**config.mk**
```make
export PLATFORM = sky130hd
export DESIGN_NAME = uart_frame_loader
export DESIGN_NICKNAME = d
export VERILOG_FILES = /design/src/rtl/uart_frame_loader.sv
export SDC_FILE = /design/constraint.sdc
export NUM_CORES = 1
export LEC_CHECK = 0
export CORE_MARGIN = 2
export CORE_UTILIZATION = 45
export CTS_CLUSTER_SIZE = 12
export DETAILED_ROUTE_END_ITERATION = 7
export GPL_ROUTABILITY_DRIVEN = 0
export PLACE_DENSITY = 0.64
export SYNTH_ARGS = -nofsm -noshare
export SYNTH_HDL_FRONTEND = slang
export SYNTH_SLANG_ARGS = --single-unit
```
**constraint.sdc**
```tcl
create_clock -name clk_i -period 3.38 [get_ports clk_i]
set_input_delay 0.845 -clock clk_i [delete_from_list [all_inputs] [get_ports clk_i]]
set_output_delay 0.845 -clock clk_i [all_outputs]
set_load 0.05 [all_outputs]
```
**src/rtl/uart_frame_loader.sv**
```systemverilog
// Framed UART program loader: SYNC|ADDR|COUNT|PAYLOAD|CSUM frames become ready/valid memory writes.
// Define PROG_ACK_EN to answer every finished frame with ACK (06h) or NAK (15h) on programmer_tx.

module uart_engine #(
    parameter int CPB_W = 32
) (
    input  logic             clk_i,
    input  logic             reset_ni,
    input  logic [CPB_W-1:0] cpb_i,
    input  logic             rx_i,
    output logic [7:0]       data_o,
    output logic             data_valid_o,
    input  logic             start_i,
    input  logic [7:0]       data_i,
    output logic             tx_o,
    output logic             data_sent_o
);
    logic [1:0]       rx_sync_q;
    logic             rx_busy_q;
    logic [CPB_W-1:0] rx_cnt_q;
    logic [3:0]       rx_bit_q;
    logic [7:0]       rx_sh_q;
    logic             rx_valid_q;
    logic             rx_s;
    logic [CPB_W-1:0] rx_limit;

    logic             tx_busy_q;
    logic [CPB_W-1:0] tx_cnt_q;
    logic [3:0]       tx_bit_q;
    logic [9:0]       tx_sh_q;
    logic             tx_sent_q;

    assign rx_s = rx_sync_q[1];
    // Start bit is re-checked at mid-bit; every later bit is sampled one full bit time after that.
    assign rx_limit = (rx_bit_q == 4'd0) ? (cpb_i >> 1) : (cpb_i - CPB_W'(1));

    // NOTE: sequential state uses non-blocking assignments so every flop sees pre-edge values.
    always_ff @(posedge clk_i or negedge reset_ni) begin
        if (!reset_ni) begin
            rx_sync_q  <= 2'b11;
            rx_busy_q  <= 1'b0;
            rx_cnt_q   <= '0;
            rx_bit_q   <= '0;
            rx_sh_q    <= '0;
            rx_valid_q <= 1'b0;
        end else begin
            rx_sync_q  <= {rx_sync_q[0], rx_i};
            rx_valid_q <= 1'b0;
            if (!rx_busy_q) begin
                if (!rx_s) begin
                    rx_busy_q <= 1'b1;
                    rx_cnt_q  <= '0;
                    rx_bit_q  <= '0;
                end
            end else if (rx_cnt_q != rx_limit) begin
                rx_cnt_q <= rx_cnt_q + CPB_W'(1);
            end else begin
                rx_cnt_q <= '0;
                rx_bit_q <= rx_bit_q + 4'd1;
                if (rx_bit_q == 4'd0) begin
                    if (rx_s) rx_busy_q <= 1'b0;
                end else if (rx_bit_q == 4'd9) begin
                    rx_busy_q  <= 1'b0;
                    rx_valid_q <= rx_s;
                end else begin
                    rx_sh_q <= {rx_s, rx_sh_q[7:1]};
                end
            end
        end
    end

    always_ff @(posedge clk_i or negedge reset_ni) begin
        if (!reset_ni) begin
            tx_busy_q <= 1'b0;
            tx_cnt_q  <= '0;
            tx_bit_q  <= '0;
            tx_sh_q   <= '1;
            tx_sent_q <= 1'b0;
        end else begin
            tx_sent_q <= 1'b0;
            if (!tx_busy_q) begin
                if (start_i) begin
                    tx_busy_q <= 1'b1;
                    tx_cnt_q  <= '0;
                    tx_bit_q  <= '0;
                    tx_sh_q   <= {1'b1, data_i, 1'b0};
                end
            end else if (tx_cnt_q != cpb_i - CPB_W'(1)) begin
                tx_cnt_q <= tx_cnt_q + CPB_W'(1);
            end else begin
                tx_cnt_q <= '0;
                tx_sh_q  <= {1'b1, tx_sh_q[9:1]};
                tx_bit_q <= tx_bit_q + 4'd1;
                if (tx_bit_q == 4'd9) begin
                    tx_busy_q <= 1'b0;
                    tx_sent_q <= 1'b1;
                end
            end
        end
    end

    assign data_o       = rx_sh_q;
    assign data_valid_o = rx_valid_q;
    assign tx_o         = tx_sh_q[0];
    assign data_sent_o  = tx_sent_q;
endmodule

module uart_frame_loader #(
    parameter int         FREQ_HZ      = 50_000_000,
    parameter int         BAUD_RATE    = 115200,
    parameter int         DATA_W       = 32,
    parameter int         ADDR_W       = 32,
    parameter int         ADDR_INC     = DATA_W / 8,
    parameter logic [7:0] SYNC_BYTE    = 8'hA5,
    parameter int         TIMEOUT_BITS = 32
) (
    input  logic              clk_i,
    input  logic              reset_ni,
    input  logic              programmer_enable_i,
    input  logic              programmer_rx,
    output logic              programmer_tx,
    output logic              mem_write_enable_o,
    input  logic              mem_write_ready_i,
    output logic [ADDR_W-1:0] mem_write_addr_o,
    output logic [DATA_W-1:0] mem_write_data_o,
    output logic              busy_o,
    output logic              frame_done_o,
    output logic              frame_error_o,
    output logic [1:0]        error_code_o
);
    localparam int CPB         = FREQ_HZ / BAUD_RATE;
    localparam int TIMEOUT_CYC = TIMEOUT_BITS * CPB;
    localparam int ADDR_BYTES  = ADDR_W / 8;
    localparam int WORD_BYTES  = DATA_W / 8;
    localparam int MAX_BYTES   = (ADDR_BYTES > WORD_BYTES) ? ADDR_BYTES : WORD_BYTES;
    localparam int IDX_W       = (MAX_BYTES > 2) ? $clog2(MAX_BYTES) : 1;
    localparam int TMR_W       = $clog2(TIMEOUT_CYC + 1);

    typedef enum logic [2:0] {S_IDLE, S_ADDR, S_COUNT, S_DATA, S_CSUM, S_RESP} state_e;
    typedef enum logic [1:0] {ERR_NONE, ERR_CSUM, ERR_TIMEOUT, ERR_OVERRUN} err_e;

`ifdef PROG_ACK_EN
    localparam bit ACK_EN = 1'b1;
`else
    localparam bit ACK_EN = 1'b0;
`endif
    localparam state_e END_ST = ACK_EN ? S_RESP : S_IDLE;

    state_e            state_q, state_d;
    err_e              err_q, err_d;
    logic [ADDR_W-1:0] addr_q, addr_d, wr_addr_q, wr_addr_d;
    logic [DATA_W-1:0] data_q, data_d, wr_data_q, wr_data_d;
    logic [15:0]       count_q, count_d;
    logic [IDX_W-1:0]  idx_q, idx_d;
    logic [7:0]        csum_q, csum_d, tx_data_q, tx_data_d;
    logic [TMR_W-1:0]  tmr_q, tmr_d;
    logic              wr_en_q, wr_en_d, done_q, done_d, fail_q, fail_d, tx_start_q, tx_start_d;

    logic [7:0]        rx_byte, csum_next, eng_data;
    logic              rx_valid, eng_start, eng_tx, eng_sent, frame_active;
    logic [ADDR_W-1:0] addr_shift;
    logic [DATA_W-1:0] data_shift;

    uart_engine #(.CPB_W(32)) u_engine (
        .clk_i        (clk_i),
        .reset_ni     (reset_ni),
        .cpb_i        (32'(CPB)),
        .rx_i         (programmer_rx),
        .data_o       (rx_byte),
        .data_valid_o (rx_valid),
        .start_i      (eng_start),
        .data_i       (eng_data),
        .tx_o         (eng_tx),
        .data_sent_o  (eng_sent)
    );

`ifdef PROG_ACK_EN
    assign eng_start     = tx_start_q;
    assign eng_data      = tx_data_q;
    assign programmer_tx = eng_tx;
`else
    logic unused_tx;
    assign unused_tx     = ^{eng_tx, tx_start_q, tx_data_q};
    assign eng_start     = 1'b0;
    assign eng_data      = 8'h00;
    assign programmer_tx = 1'b1;
`endif

    // Little-endian fields: each new byte enters at the top and older bytes move down.
    assign addr_shift   = (addr_q >> 8) | (ADDR_W'(rx_byte) << (ADDR_W - 8));
    assign data_shift   = (data_q >> 8) | (DATA_W'(rx_byte) << (DATA_W - 8));
    assign csum_next    = csum_q + rx_byte;
    assign frame_active = (state_q == S_ADDR) || (state_q == S_COUNT) ||
                          (state_q == S_DATA) || (state_q == S_CSUM);

    always_comb begin
        // NOTE: every always_comb target gets a default first so no path can infer a latch.
        state_d    = state_q;
        err_d      = err_q;
        addr_d     = addr_q;
        data_d     = data_q;
        count_d    = count_q;
        idx_d      = idx_q;
        csum_d     = csum_q;
        tmr_d      = '0;
        wr_en_d    = wr_en_q & ~mem_write_ready_i;
        wr_addr_d  = wr_addr_q;
        wr_data_d  = wr_data_q;
        done_d     = 1'b0;
        fail_d     = 1'b0;
        tx_start_d = 1'b0;
        tx_data_d  = tx_data_q;

        if (frame_active && !programmer_enable_i) begin
            state_d = S_IDLE;
        end else if (frame_active && !rx_valid && tmr_q == TMR_W'(TIMEOUT_CYC - 1)) begin
            state_d = END_ST;
            err_d   = ERR_TIMEOUT;
            fail_d  = 1'b1;
        end else begin
            if (frame_active && !rx_valid) tmr_d = tmr_q + TMR_W'(1);
            unique case (state_q)
                S_IDLE: begin
                    if (programmer_enable_i && rx_valid && rx_byte == SYNC_BYTE) begin
                        state_d = S_ADDR;
                        idx_d   = '0;
                        csum_d  = '0;
                        err_d   = ERR_NONE;
                    end
                end
                S_ADDR: begin
                    if (rx_valid) begin
                        addr_d = addr_shift;
                        csum_d = csum_next;
                        idx_d  = idx_q + IDX_W'(1);
                        if (idx_q == IDX_W'(ADDR_BYTES - 1)) begin
                            idx_d   = '0;
                            state_d = S_COUNT;
                        end
                    end
                end
                S_COUNT: begin
                    if (rx_valid) begin
                        count_d = {rx_byte, count_q[15:8]};
                        csum_d  = csum_next;
                        idx_d   = idx_q + IDX_W'(1);
                        if (idx_q == IDX_W'(1)) begin
                            idx_d   = '0;
                            state_d = ({rx_byte, count_q[15:8]} == 16'd0) ? S_CSUM : S_DATA;
                        end
                    end
                end
                S_DATA: begin
                    if (rx_valid) begin
                        data_d = data_shift;
                        csum_d = csum_next;
                        idx_d  = idx_q + IDX_W'(1);
                        if (idx_q == IDX_W'(WORD_BYTES - 1)) begin
                            idx_d = '0;
                            // Only one word may wait; a second one finishing behind it is an overrun.
                            if (wr_en_q && !mem_write_ready_i) begin
                                state_d = END_ST;
                                err_d   = ERR_OVERRUN;
                                fail_d  = 1'b1;
                            end else begin
                                wr_en_d   = 1'b1;
                                wr_addr_d = addr_q;
                                wr_data_d = data_shift;
                                addr_d    = addr_q + ADDR_W'(ADDR_INC);
                                count_d   = count_q - 16'd1;
                                if (count_q == 16'd1) state_d = S_CSUM;
                            end
                        end
                    end
                end
                S_CSUM: begin
                    if (rx_valid) begin
                        state_d = END_ST;
                        if (csum_next == 8'h00) begin
                            done_d = 1'b1;
                            err_d  = ERR_NONE;
                        end else begin
                            fail_d = 1'b1;
                            err_d  = ERR_CSUM;
                        end
                    end
                end
                S_RESP: begin
                    if (eng_sent) state_d = S_IDLE;
                end
                default: state_d = S_IDLE;
            endcase
        end

        if (ACK_EN && (done_d || fail_d)) begin
            tx_start_d = 1'b1;
            tx_data_d  = done_d ? 8'h06 : 8'h15;
        end
    end

    always_ff @(posedge clk_i or negedge reset_ni) begin
        if (!reset_ni) begin
            state_q    <= S_IDLE;
            err_q      <= ERR_NONE;
            addr_q     <= '0;
            data_q     <= '0;
            count_q    <= '0;
            idx_q      <= '0;
            csum_q     <= '0;
            tmr_q      <= '0;
            wr_en_q    <= 1'b0;
            wr_addr_q  <= '0;
            wr_data_q  <= '0;
            done_q     <= 1'b0;
            fail_q     <= 1'b0;
            tx_start_q <= 1'b0;
            tx_data_q  <= '0;
        end else begin
            state_q    <= state_d;
            err_q      <= err_d;
            addr_q     <= addr_d;
            data_q     <= data_d;
            count_q    <= count_d;
            idx_q      <= idx_d;
            csum_q     <= csum_d;
            tmr_q      <= tmr_d;
            wr_en_q    <= wr_en_d;
            wr_addr_q  <= wr_addr_d;
            wr_data_q  <= wr_data_d;
            done_q     <= done_d;
            fail_q     <= fail_d;
            tx_start_q <= tx_start_d;
            tx_data_q  <= tx_data_d;
        end
    end

    assign mem_write_enable_o = wr_en_q;
    assign mem_write_addr_o   = wr_addr_q;
    assign mem_write_data_o   = wr_data_q;
    assign busy_o             = (state_q != S_IDLE);
    assign frame_done_o       = done_q;
    assign frame_error_o      = fail_q;
    assign error_code_o       = err_q;
endmodule
```
# == Yosys cells after proc, flatten, opt, wreduce, memory -nomap -nowiden ==
# Index checks and enable logic that the tools add are counted.
# word_totals
ff_bits,262
in_bits,5
out_inout_bits,71
word_cells,203
# op_classes
addsub,9
eq_ne,39
mux,86
n_bitwise,11
reduce_logical,35
# ops
cell,count
$mux 32,8
$add 32x1->32 const B,2
$mux 16,4
$or 24x32->32,2
$pmux 32 s2,1
$mux 14,3
$mux 3,14
$mux 1,34
$add 32x3->32 const B,1
$ne 32x32->1,1
$ne 32x9->1 const B,1
$pmux 16 s2,1
$ne 4x1->1 const B,7
$reduce_and 7->1,3
$mux 2,10
$pmux 3 s6,1
$eq 16x1->1 const B,1
$logic_not 16->1,1
$mux 8,2
$pmux 8 s2,1
$sub 16x1->16 const B,1
$add 14x1->14 const B,1
$eq 14x14->1 const B,1
$mux 4,3
other kinds (38),76

# == Logic depth before layout (Yosys ltp) ==
# Gate-level depths: netlist of run 1.
# depth
depth_word,8
mapped_depth,10
depth_no_buf,9

# == Modules after synthesis ==
# From an unflattened synthesis of run 1, not the netlist that was laid out.
# hier_totals
cells_unflattened,1825
area_unflattened_um2,16821.1
# by_module_without_submodules
module,instances,cells_per_inst,area_each_um2,seq_area_each_um2
uart_frame_loader,1,819,8501.9,4204.0
uart_engine,1,1006,8319.2,2391.0

# == Least setup slack after synthesis of run 1 ==
# Ideal clock, no wire load.
# synth_path
path_type,input -> register
startpoint,input programmer_enable_i
endpoint,register wr_addr_q[10] (netlist: mem_write_addr_o[10])
setup_time_ps,125
arrival_time_ps,2334
t_required_ps,3255
slack_ps,921
stages,7
path_buffers,2
path_cell_list,and3b_1 > clkbuf_1 > o21a_1 > o21ai_1 > nor2_2 > buf_2 > mux2_2
# synth_between
elab_chain_cells,4
# synth_rtl
element,line,rtl
"start, declared",119,"input logic programmer_enable_i,"
$logic_not 1->1,214,if (frame_active && !programmer_enable_i) begin
$logic_and 1x1->1,214,
$not 1->1 (no source line),-,
$reduce_and 6->1 (no source line),-,
"end signal, assigned",328,wr_addr_q <= wr_addr_d;
"end, declared",151,"logic [ADDR_W-1:0] addr_q, addr_d, wr_addr_q, wr_addr_d;"
# No other way between the ends.
# A chain may end at the register's enable or synchronous reset.

# == Final worst setup path of run 1 ==
# layout_path
startpoint,register state_q[2]
endpoint,output busy_o
# layout_between
elab_chain_cells,1
# layout_rtl
element,line,rtl
"start, declared",149,"state_e state_q, state_d;"
"start signal, assigned",319,state_q <= state_d;
$reduce_bool 3->1,340,assign busy_o = (state_q != S_IDLE);
"end, declared",126,"output logic busy_o,"
# No other way between the ends.

==> results of run 1 <==
final cells by class:
cell class | instances | area (µm²) | share of cell area, %
Sequential cell | 254 | 6360 | 43.5
Multi-Input combinational cell | 885 | 5760 | 39.4
Timing Repair Buffer | 98 | 963 | 6.59
Clock buffer | 41 | 800 | 5.47
Tap cell | 378 | 473 | 3.23
Clock inverter | 8 | 145 | 0.992
Inverter | 33 | 124 | 0.847
worst max-delay path, stage by stage (launching register included):
cell and delay [ns]:
dfrtp_1 0.56, inv_1 0.14, nand2_1 0.11, clkdlybuf4s50_1 0.87
layer usage:
metal	routed length [µm]	track usage, %	vias up
met1	12900	26.9	4729
met5	13	0	-
met3	1070	2.64	36
li1	-	-	4601
met2	12300	30.1	200
met4	513	4.57	2
power by group through the flow:
| stage | clock network (W) | registers [W] | logic [W] |
|---|---|---|---|
| after floorplan | 0 | 0.00310 | 0.00000446 |
| after global placement | 0 | 0.00310 | 0.0000785 |
| after detailed placement | 0 | 0.00310 | 0.0000792 |
| after CTS | 0.00318 | 0.00304 | 0.0000794 |
| after global routing | 0.00330 | 0.00304 | 0.0000881 |
| final | 0.00309 | 0.00305 | 0.0000731 |
state kept, by name, indices dropped and copies added (netlist names), 2 cells and up:
name / count
mem_write_data_o: 32
u_engine.rx_sync_q: 2
u_engine.tx_cnt_q: 32
state_q: 3
tmr_q: 14
u_engine.rx_bit_q: 4
csum_q: 8
u_engine.data_o: 8
idx_q: 2
u_engine.rx_cnt_q: 32
mem_write_addr_o: 32
addr_q: 32
u_engine.tx_bit_q: 4
error_code_o: 2
data_q: 24
count_q: 16
layout by cell type (no fill, tap or decap), types with 31 or more instances in the layout:
cell / n
dfrtp_1: 252
nand2_1: 117
mux2_2: 98
nor2_1: 97
o21ai_0: 87
a21oi_1: 80
clkdlybuf4s50_1: 73
nand3_1: 42
inv_1: 33
a31oi_1: 31
stage by stage:
stage | worst slack [ns] | util [%] | std cells
after floorplan | 0.921 | - | 1236
after global placement | 0.385 | 49.6 | 1648
after detailed placement | 0.345 | 49.6 | 1648
after CTS | 0.269 | 53.1 | 1697
after global routing | 0.171 | 53.1 | 1697
final | 0.307 | 53.1 | 1697
logic make-up after synthesis:
group	Yosys count	synth area share, %
other cells	1	0.0300
simple gates	420	17.0
buf+inv	97	3.20
fa+ha+maj	25	2.54
xor+xnor	48	3.36
flops	254	50.9
compound gates	288	13.8
mux	103	9.23
path summary, 6_finish.rpt:
kind	cells after the start	end	slack, ns
worst max-delay path	3	busy_o	0.31
min in group clk_i	0	u_engine.rx_sync_q[1]	0.36
max in group asynchronous	2	tmr_q[5]	2.24
worst max register to register	9	frame_error_o	0.69
worst min register to register	0	u_engine.rx_sync_q[1]	0.36
worst min-delay path	1	mem_write_addr_o[16]	0.21
==> out/metrics.yaml, run 1 <==
p_leak_nw: 6.52
place_hpwl_mm: 17.7
setup_viol: 0
fin_crit_sh_pct: 90.9
ys_dominant_reg_cell: "dfrtp_1"
synth-seq-cells: 254
nNetsFinal: 1329
total_power_w: 0.00621
synthTopCellsByCount: "dfrtp_1 (252), nand2_1 (118), mux2_2 (98), nor2_1 (97), o21ai_0 (87)"
drc_errors: 0
crit_path_start: "state_q[2]"
avgSynthCellArea_um2: 10.1
fin_skew_ns: 0.0303
finalSetupTns_ns: 0
yosysUniqueCellTypes: 74
min_period_ns: 3.07
switching_share_pct: 20.7
io_buffers: 74
cts_htree_levels: 1
diodes: 0
cts_tree: "yes"
p_int_w: 0.00492
dieArea_um2: 29100
cts_setup_buffers: 0
final_hold_viol_count: 0
worstPathRequired_ns: 2.53
slew-limit-headroom_pct: 33.0
grt_start_max_net_pins: 90
n_fill_cell: 2465
top_level_ports: 76
slew_viol_final: 0
synth_top_area_cell: "dfrtp_1"
hold_path_class: "in -> async"
routed_via_density: 5.64
syn2layout_area_growth_pct: 17.0
firstDrtPassIters: 8
end_kind: "output port"
cts_inserted_buffers: 28
clk_latency_ns: 0.57
drive_gt1_share_pct: 14.3
drt_wl_total_mm: 26.8
seq_power_share_pct: 49.1
synth_edf_count: 0
start_util_pct: 45.4
cp.arrival_ns: 2.23
grt_usage_pct: 18.7
cts.path.max_buffers: 3
drt_iter0_markers: 552
max_freq_ghz: 0.325
netSwitchingPower_w: 0.00129
synth_area_um2: 12500
synth_seq_area_share_pct: 50.9
fp-row-count: 61
overflow: 0
clkTransAtPathRegs_ns: 0.06
holdWs_ns: 0.207
post_drt_wl_per_cell_um: 15.8
die_h_um: 171
cts_resized: 0
antenna_found_initial: 1
worst_setup_path_start_kind: "flip-flop"
grt_pass1_vias: 9105
synth_top_area_share_pct: 50.5
place_area_um2: 13700
run_status: "completed"
core-area_um2: 27600
pwr-share-clk_pct: 49.8
async_flop_share_pct: 100
rsz0062_at_grt: "false"
ant_nets: 0
cts_root_buf: "clkbuf_16"
synth.most_common_cell: "dfrtp_1"
combPwrFrac_pct: 1.2
grt_first_pass_wirelength_mm: 45.5
syn_nets: 1265
die_x_um: 171
cellPowerDensity_nw_per_um2: 424
peakVddDrop_uv: 318
ys_warn_count: 0
tightest_slew_ns: 1.01
critPathMaxFanout: 14
crit_type: "reg -> out"
design_area_um2: 14600
ctsHoldBuffers: 0
syn_inst: 1236
cts.sink_count: 254
yosys-top-cells-area: "dfrtp_1 (50%), mux2_2 (8.8%), nand2_1 (3.5%)"
rr_startpoint: "u_engine.data_o[0]"
num_vias: 9568
cap_violations: 0
Note: power is estimated with default switching activity, not from simulation.
==> run 2: changes to the inputs <==
--- a/config.mk
+++ b/config.mk
@@ -10,7 +10,8 @@
 export CTS_CLUSTER_SIZE = 12
 export DETAILED_ROUTE_END_ITERATION = 7
 export GPL_ROUTABILITY_DRIVEN = 0
-export PLACE_DENSITY = 0.64
+export HOLD_SLACK_MARGIN = 0.02
+export PLACE_DENSITY = 0.67
 export SYNTH_ARGS = -nofsm -noshare
 export SYNTH_HDL_FRONTEND = slang
 export SYNTH_SLANG_ARGS = --single-unit
==> constraint.sdc (replaced) <==
create_clock -name clk_i -period 2.6 [get_ports clk_i]
set_input_delay 0.65 -clock clk_i [delete_from_list [all_inputs] [get_ports clk_i]]
set_output_delay 0.65 -clock clk_i [all_outputs]
set_load 0.05 [all_outputs]
==> run 2 against run 1 <==
Die area did not move. Design area is 2.5% higher. Non-clock buffer count increased by 27. Register-to-register slack worse by 0.45 ns. Utilization increased by 1.3 points. Global-route usage rose by 0.13 points. Clock-buffer cell count is 1 higher. Sequential power grew 30%. Hold slack got worse by 0.14 ns. Sequential share of layout area decreased by 1.1 points. Final cell count up 1.6%. Clock skew down 0.0076 ns. Critical endpoint is now mem_write_enable_o. Largest power group unchanged.
==> out/metrics.yaml, run 2 (synthesis gave the netlist of run 1 again) <==
run_status: "completed"
cts_resized: 0
slowest_stage: "clkdlybuf4s50_1"
nNetsFinal: 1356
hold_path_class: "in -> async"
grt_pass1_vias: 9107
dp.cells: 1675
slew_viol_final: 0
cts_root_buf: "clkbuf_16"
fp-row-count: 61
rsz0062_at_grt: "false"
drc_errors: 0
clk_latency_ns: 0.55
crit_type: "reg -> out"
drt_iter0_markers: 813
syn2layout_area_growth_pct: 19.9
worst_setup_path_start_kind: "flip-flop"
die_h_um: 171
fin_crit_sh_pct: 94.2
cts.sink_count: 254
final_hold_viol_count: 0
max_freq_ghz: 0.408
cts_tree: "yes"
post_drt_wl_per_cell_um: 15.7
firstDrtPassIters: 5
tightest_slew_ns: 0.706
cts_inserted_buffers: 28
dieArea_um2: 29100
place_hpwl_mm: 18.3
critPathBufInv: 1
cap_violations: 0
peakVddDrop_uv: 380
critPathMaxFanout: 3
routed_via_density: 5.56
slew-limit-headroom_pct: 52.9
grt_usage_pct: 18.9
p_leak_nw: 6.72
cts_setup_buffers: 0
n_fill_cell: 2385
cts.path.max_buffers: 3
end_kind: "output port"
clkTransAtPathRegs_ns: 0.06
crit_family: "buffers and inverters"
cts_htree_levels: 1
cellPowerDensity_nw_per_um2: 546
ant_nets: 0
ctsHoldBuffers: 0
min_period_ns: 2.45
max_stage_delay_ns: 0.84
num_vias: 9593
finalSetupTns_ns: 0
antenna_found_initial: 1
drive_gt1_share_pct: 16.7
core-area_um2: 27600
holdWs_ns: 0.0645
final_cell_mix: "dfrtp_1 (252), nand2_1 (117), mux2_2 (98), nor2_1 (96), o21ai_0 (87)"
setup_viol: 0
drt_wl_total_mm: 27.1
die_x_um: 171
overflow: 0
start_util_pct: 45.4
grt_start_max_net_pins: 72
crit_chain: "clkdlybuf4s50_1"
fin_skew_ns: 0.0227
cp.arrival_ns: 1.80
final_cell_count_no_fill: 1725
io_buffers: 74
final_common_cell: "dfrtp_1"
grt_first_pass_wirelength_mm: 45.8
worstPathRequired_ns: 1.95
top_level_ports: 76
==> run 2: power by group <==
part	internal (W)	leakage, nW	switching (W)
logic	0.0000200	2.74	0.0000844
clock network	0.00253	0.477	0.00159
registers	0.00396	3.50	0.00000190
total	0.00651	6.72	0.00167
==> run 2: layout make-up <==
type | instances | area [µm²] | share of cell area [%]
Antenna cell | 1 | 2.50 | 0.0167
Clock buffer | 42 | 843 | 5.63
Clock inverter | 7 | 138 | 0.918
Inverter | 33 | 124 | 0.827
Multi-Input combinational cell | 885 | 5780 | 38.6
Sequential cell | 254 | 6360 | 42.4
Tap cell | 378 | 473 | 3.16
Timing Repair Buffer | 125 | 1260 | 8.43
==> run 2: worst paths after layout <==
kind                                             from                     to  slack, ns  cells past startpoint
worst max-delay path               mem_write_enable_o     mem_write_enable_o       0.15                      1
worst min-delay path                         reset_ni   mem_write_data_o[13]       0.06                      1
worst max register to register             count_q[9]             state_q[0]       0.24                      6
worst min register to register  u_engine.rx_sync_q[0]  u_engine.rx_sync_q[1]       0.36                      0
max in group asynchronous                    reset_ni  u_engine.tx_cnt_q[16]       1.83                      2
min in group clk_i              u_engine.rx_sync_q[0]  u_engine.rx_sync_q[1]       0.36                      0
==> run 2: metal layers <==
layer,vias to the layer above,GRT usage [%],routed length [µm]
li1,4672,-,-
met1,4683,26.8,12800
met2,190,30.2,12500
met3,48,2.59,1100
met4,0,5.54,682
met5,-,0,0
==> run 2: metrics by stage <==
step,power [W],setup slack (ns),utilization (%),area (µm²)
floorplan,0.00404,0.257,-,12500
detailed placement,0.00414,0.0116,50.7,14000
finish,0.00818,0.150,54.4,15000
global placement,0.00414,0.0189,50.7,14000
global route,0.00845,0.00264,54.4,15000
CTS,0.00828,0.0446,54.3,15000
==> run 2: worst register-to-register path: stages (launching register included) <==
cell and delay, ns:
dfrtp_1 0.45, or4_4 0.59, nor4b_2 0.31, nand4b_1 0.20
a31oi_1 0.33, o22ai_1 0.19, mux2i_1 0.15
==> run 3: changes to the inputs <==
--- a/config.mk
+++ b/config.mk
@@ -5,13 +5,16 @@
 export SDC_FILE = /design/constraint.sdc
 export NUM_CORES = 1
 export LEC_CHECK = 0
+export CELL_PAD_IN_SITES_DETAIL_PLACEMENT = 0
+export CELL_PAD_IN_SITES_GLOBAL_PLACEMENT = 1
 export CORE_MARGIN = 2
-export CORE_UTILIZATION = 45
+export CORE_UTILIZATION = 43
 export CTS_CLUSTER_SIZE = 12
 export DETAILED_ROUTE_END_ITERATION = 7
 export GPL_ROUTABILITY_DRIVEN = 0
+export GPL_TIMING_DRIVEN = 0
 export HOLD_SLACK_MARGIN = 0.02
-export PLACE_DENSITY = 0.67
+export PLACE_DENSITY = 0.78
 export SYNTH_ARGS = -nofsm -noshare
 export SYNTH_HDL_FRONTEND = slang
 export SYNTH_SLANG_ARGS = --single-unit
==> run 3 against run 2 <==
Setup slack got worse by 0.0099 ns. Critical path depth rose by 3. Design area fell by 0.16%. Register-to-register slack got worse by 0.09 ns. First-iteration DRC count fell by 19%. Sequential cell count did not move. Power barely moved. Highest routed layer unchanged.
==> out/metrics.yaml, run 3 (synthesis gave the netlist of run 1 again) <==
run_status: "completed"
crit_family: "buffers and inverters"
num_vias: 9819
clkTransAtPathRegs_ns: 0.06
slowest_stage: "clkdlybuf4s15_2"
tightest_slew_ns: 0.792
antenna_found_initial: 0
post_drt_wl_per_cell_um: 17.0
grt_pass1_vias: 9398
drt_iter0_markers: 659
grt_first_pass_wirelength_mm: 49.3
syn2layout_area_growth_pct: 19.7
p_leak_nw: 6.69
cts_tree: "yes"
cts_inserted_buffers: 30
max_stage_delay_ns: 0.42
die_x_um: 174
cts_root_buf: "clkbuf_16"
worst_setup_path_start_kind: "flip-flop"
drive_gt1_share_pct: 15.6
drt_wl_total_mm: 29.9
peakVddDrop_uv: 483
start_util_pct: 43.7
diodes: 0
place_hpwl_mm: 20.1
grt_usage_pct: 19.6
dp.cells: 1696
cts_htree_levels: 1
crit_chain: "clkbuf_2, inv_1, nand2_1, clkdlybuf4s15_2"
critPathBufInv: 3
final_util_pct: 52.3
slew-limit-headroom_pct: 47.1
dieArea_um2: 30400
worstPathRequired_ns: 1.95
min_period_ns: 2.46
critPathMaxFanout: 10
multi_input_area_um2: 5830
cts.path.max_buffers: 3
end_kind: "output port"
cts.sink_count: 254
final_hold_viol_count: 0
crit_type: "reg -> out"
dpl_worst_slack_ns: -1.12
grt_start_max_net_pins: 118
setup_viol: 0
firstDrtPassIters: 7
max_freq_ghz: 0.407
cap_violations: 0
top_level_ports: 76
final_cell_mix: "dfrtp_1 (250), nand2_1 (118), mux2_2 (98), nor2_1 (96), o21ai_0 (87)"
cellPowerDensity_nw_per_um2: 546
cp.arrival_ns: 1.81
setup_slack_ns: 0.140
regArea_um2: 6360
total_power_w: 0.00818
fp-row-count: 62
die_h_um: 174
n_fill_cell: 2592
ant_nets: 0
holdWs_ns: 0.359
core-area_um2: 28600
overflow: 0
final_cell_count_no_fill: 1758
final_common_cell: "dfrtp_1"
fin_skew_ns: 0.0177
slew_viol_final: 0
nNetsFinal: 1379
fin_crit_sh_pct: 94.6
routed_via_density: 5.59
io_buffers: 74
drc_errors: 0
clk_latency_ns: 0.56
hold_path_class: "reg -> reg"
==> run 3: metal layers <==
| layer | GRT usage (%) | vias up | share of wire, % |
|---|---|---|---|
| met2 | 32.1 | 232 | 47 |
| met4 | 4.80 | 0 | 2.0 |
| met3 | 2.38 | 41 | 4.3 |
| met1 | 27.8 | 4848 | 47 |
| met5 | 0 | - | 0 |
| li1 | - | 4698 | - |
==> run 3: area by class of cell <==
class,instances,area share [%]
flip-flops and latches,254,42.5
multi-input cells,885,39.0
clock buffers,47,5.98
repair buffers,84,5.88
well taps,384,3.21
plain buffers,62,1.89
inverters,33,0.828
clock inverters,9,0.719
==> run 3: worst register-to-register path, stage by stage (launching register included) <==
cell and delay (ns):
dfrtp_1 0.44, inv_1 0.07, ha_1 0.20, nor3b_4 0.16, mux2i_2 0.18, buf_4 0.18
nor3_4 0.30, and3_1 0.20, buf_2 0.24, mux2_2 0.36
==> run 3: metrics by stage <==
stage                     setup TNS [ns]  instance area [µm²]
after floorplan                        0                12500
after global placement          -2675.74                13700
after detailed placement         -105.96                13800
after CTS                              0                14900
final                                  0                15000
after global routing             -0.0173                15000
==> run 3: report_power, final <==
| group | internal (W) | total, W | switching, W |
|---|---|---|---|
| clock network | 0.00247 | 0.00412 | 0.00164 |
| registers | 0.00396 | 0.00396 | 0.00000187 |
| logic | 0.0000172 | 0.000101 | 0.0000840 |
==> run 3: worst paths after layout <==
kind                                       startpoint               endpoint  slack [ns]  cells after the start
worst min-delay path            u_engine.rx_sync_q[0]  u_engine.rx_sync_q[1]        0.36                      0
worst min register to register  u_engine.rx_sync_q[0]  u_engine.rx_sync_q[1]        0.36                      0
worst max register to register   u_engine.rx_bit_q[0]     u_engine.data_o[7]        0.15                      9
min in group asynchronous                    reset_ni    mem_write_data_o[6]        0.62                      2
worst max-delay path                       state_q[2]                 busy_o        0.14                      4
max in group asynchronous                    reset_ni             count_q[0]        1.01                      3
==> run 3: repair_timing <==
action	in CTS	in global routing
hold endpoints to repair	2	0
hold buffers	1	0
setup endpoints to repair	125	126
gates resized for setup	23	14
pin swaps	2	2
buffers inserted	5	2
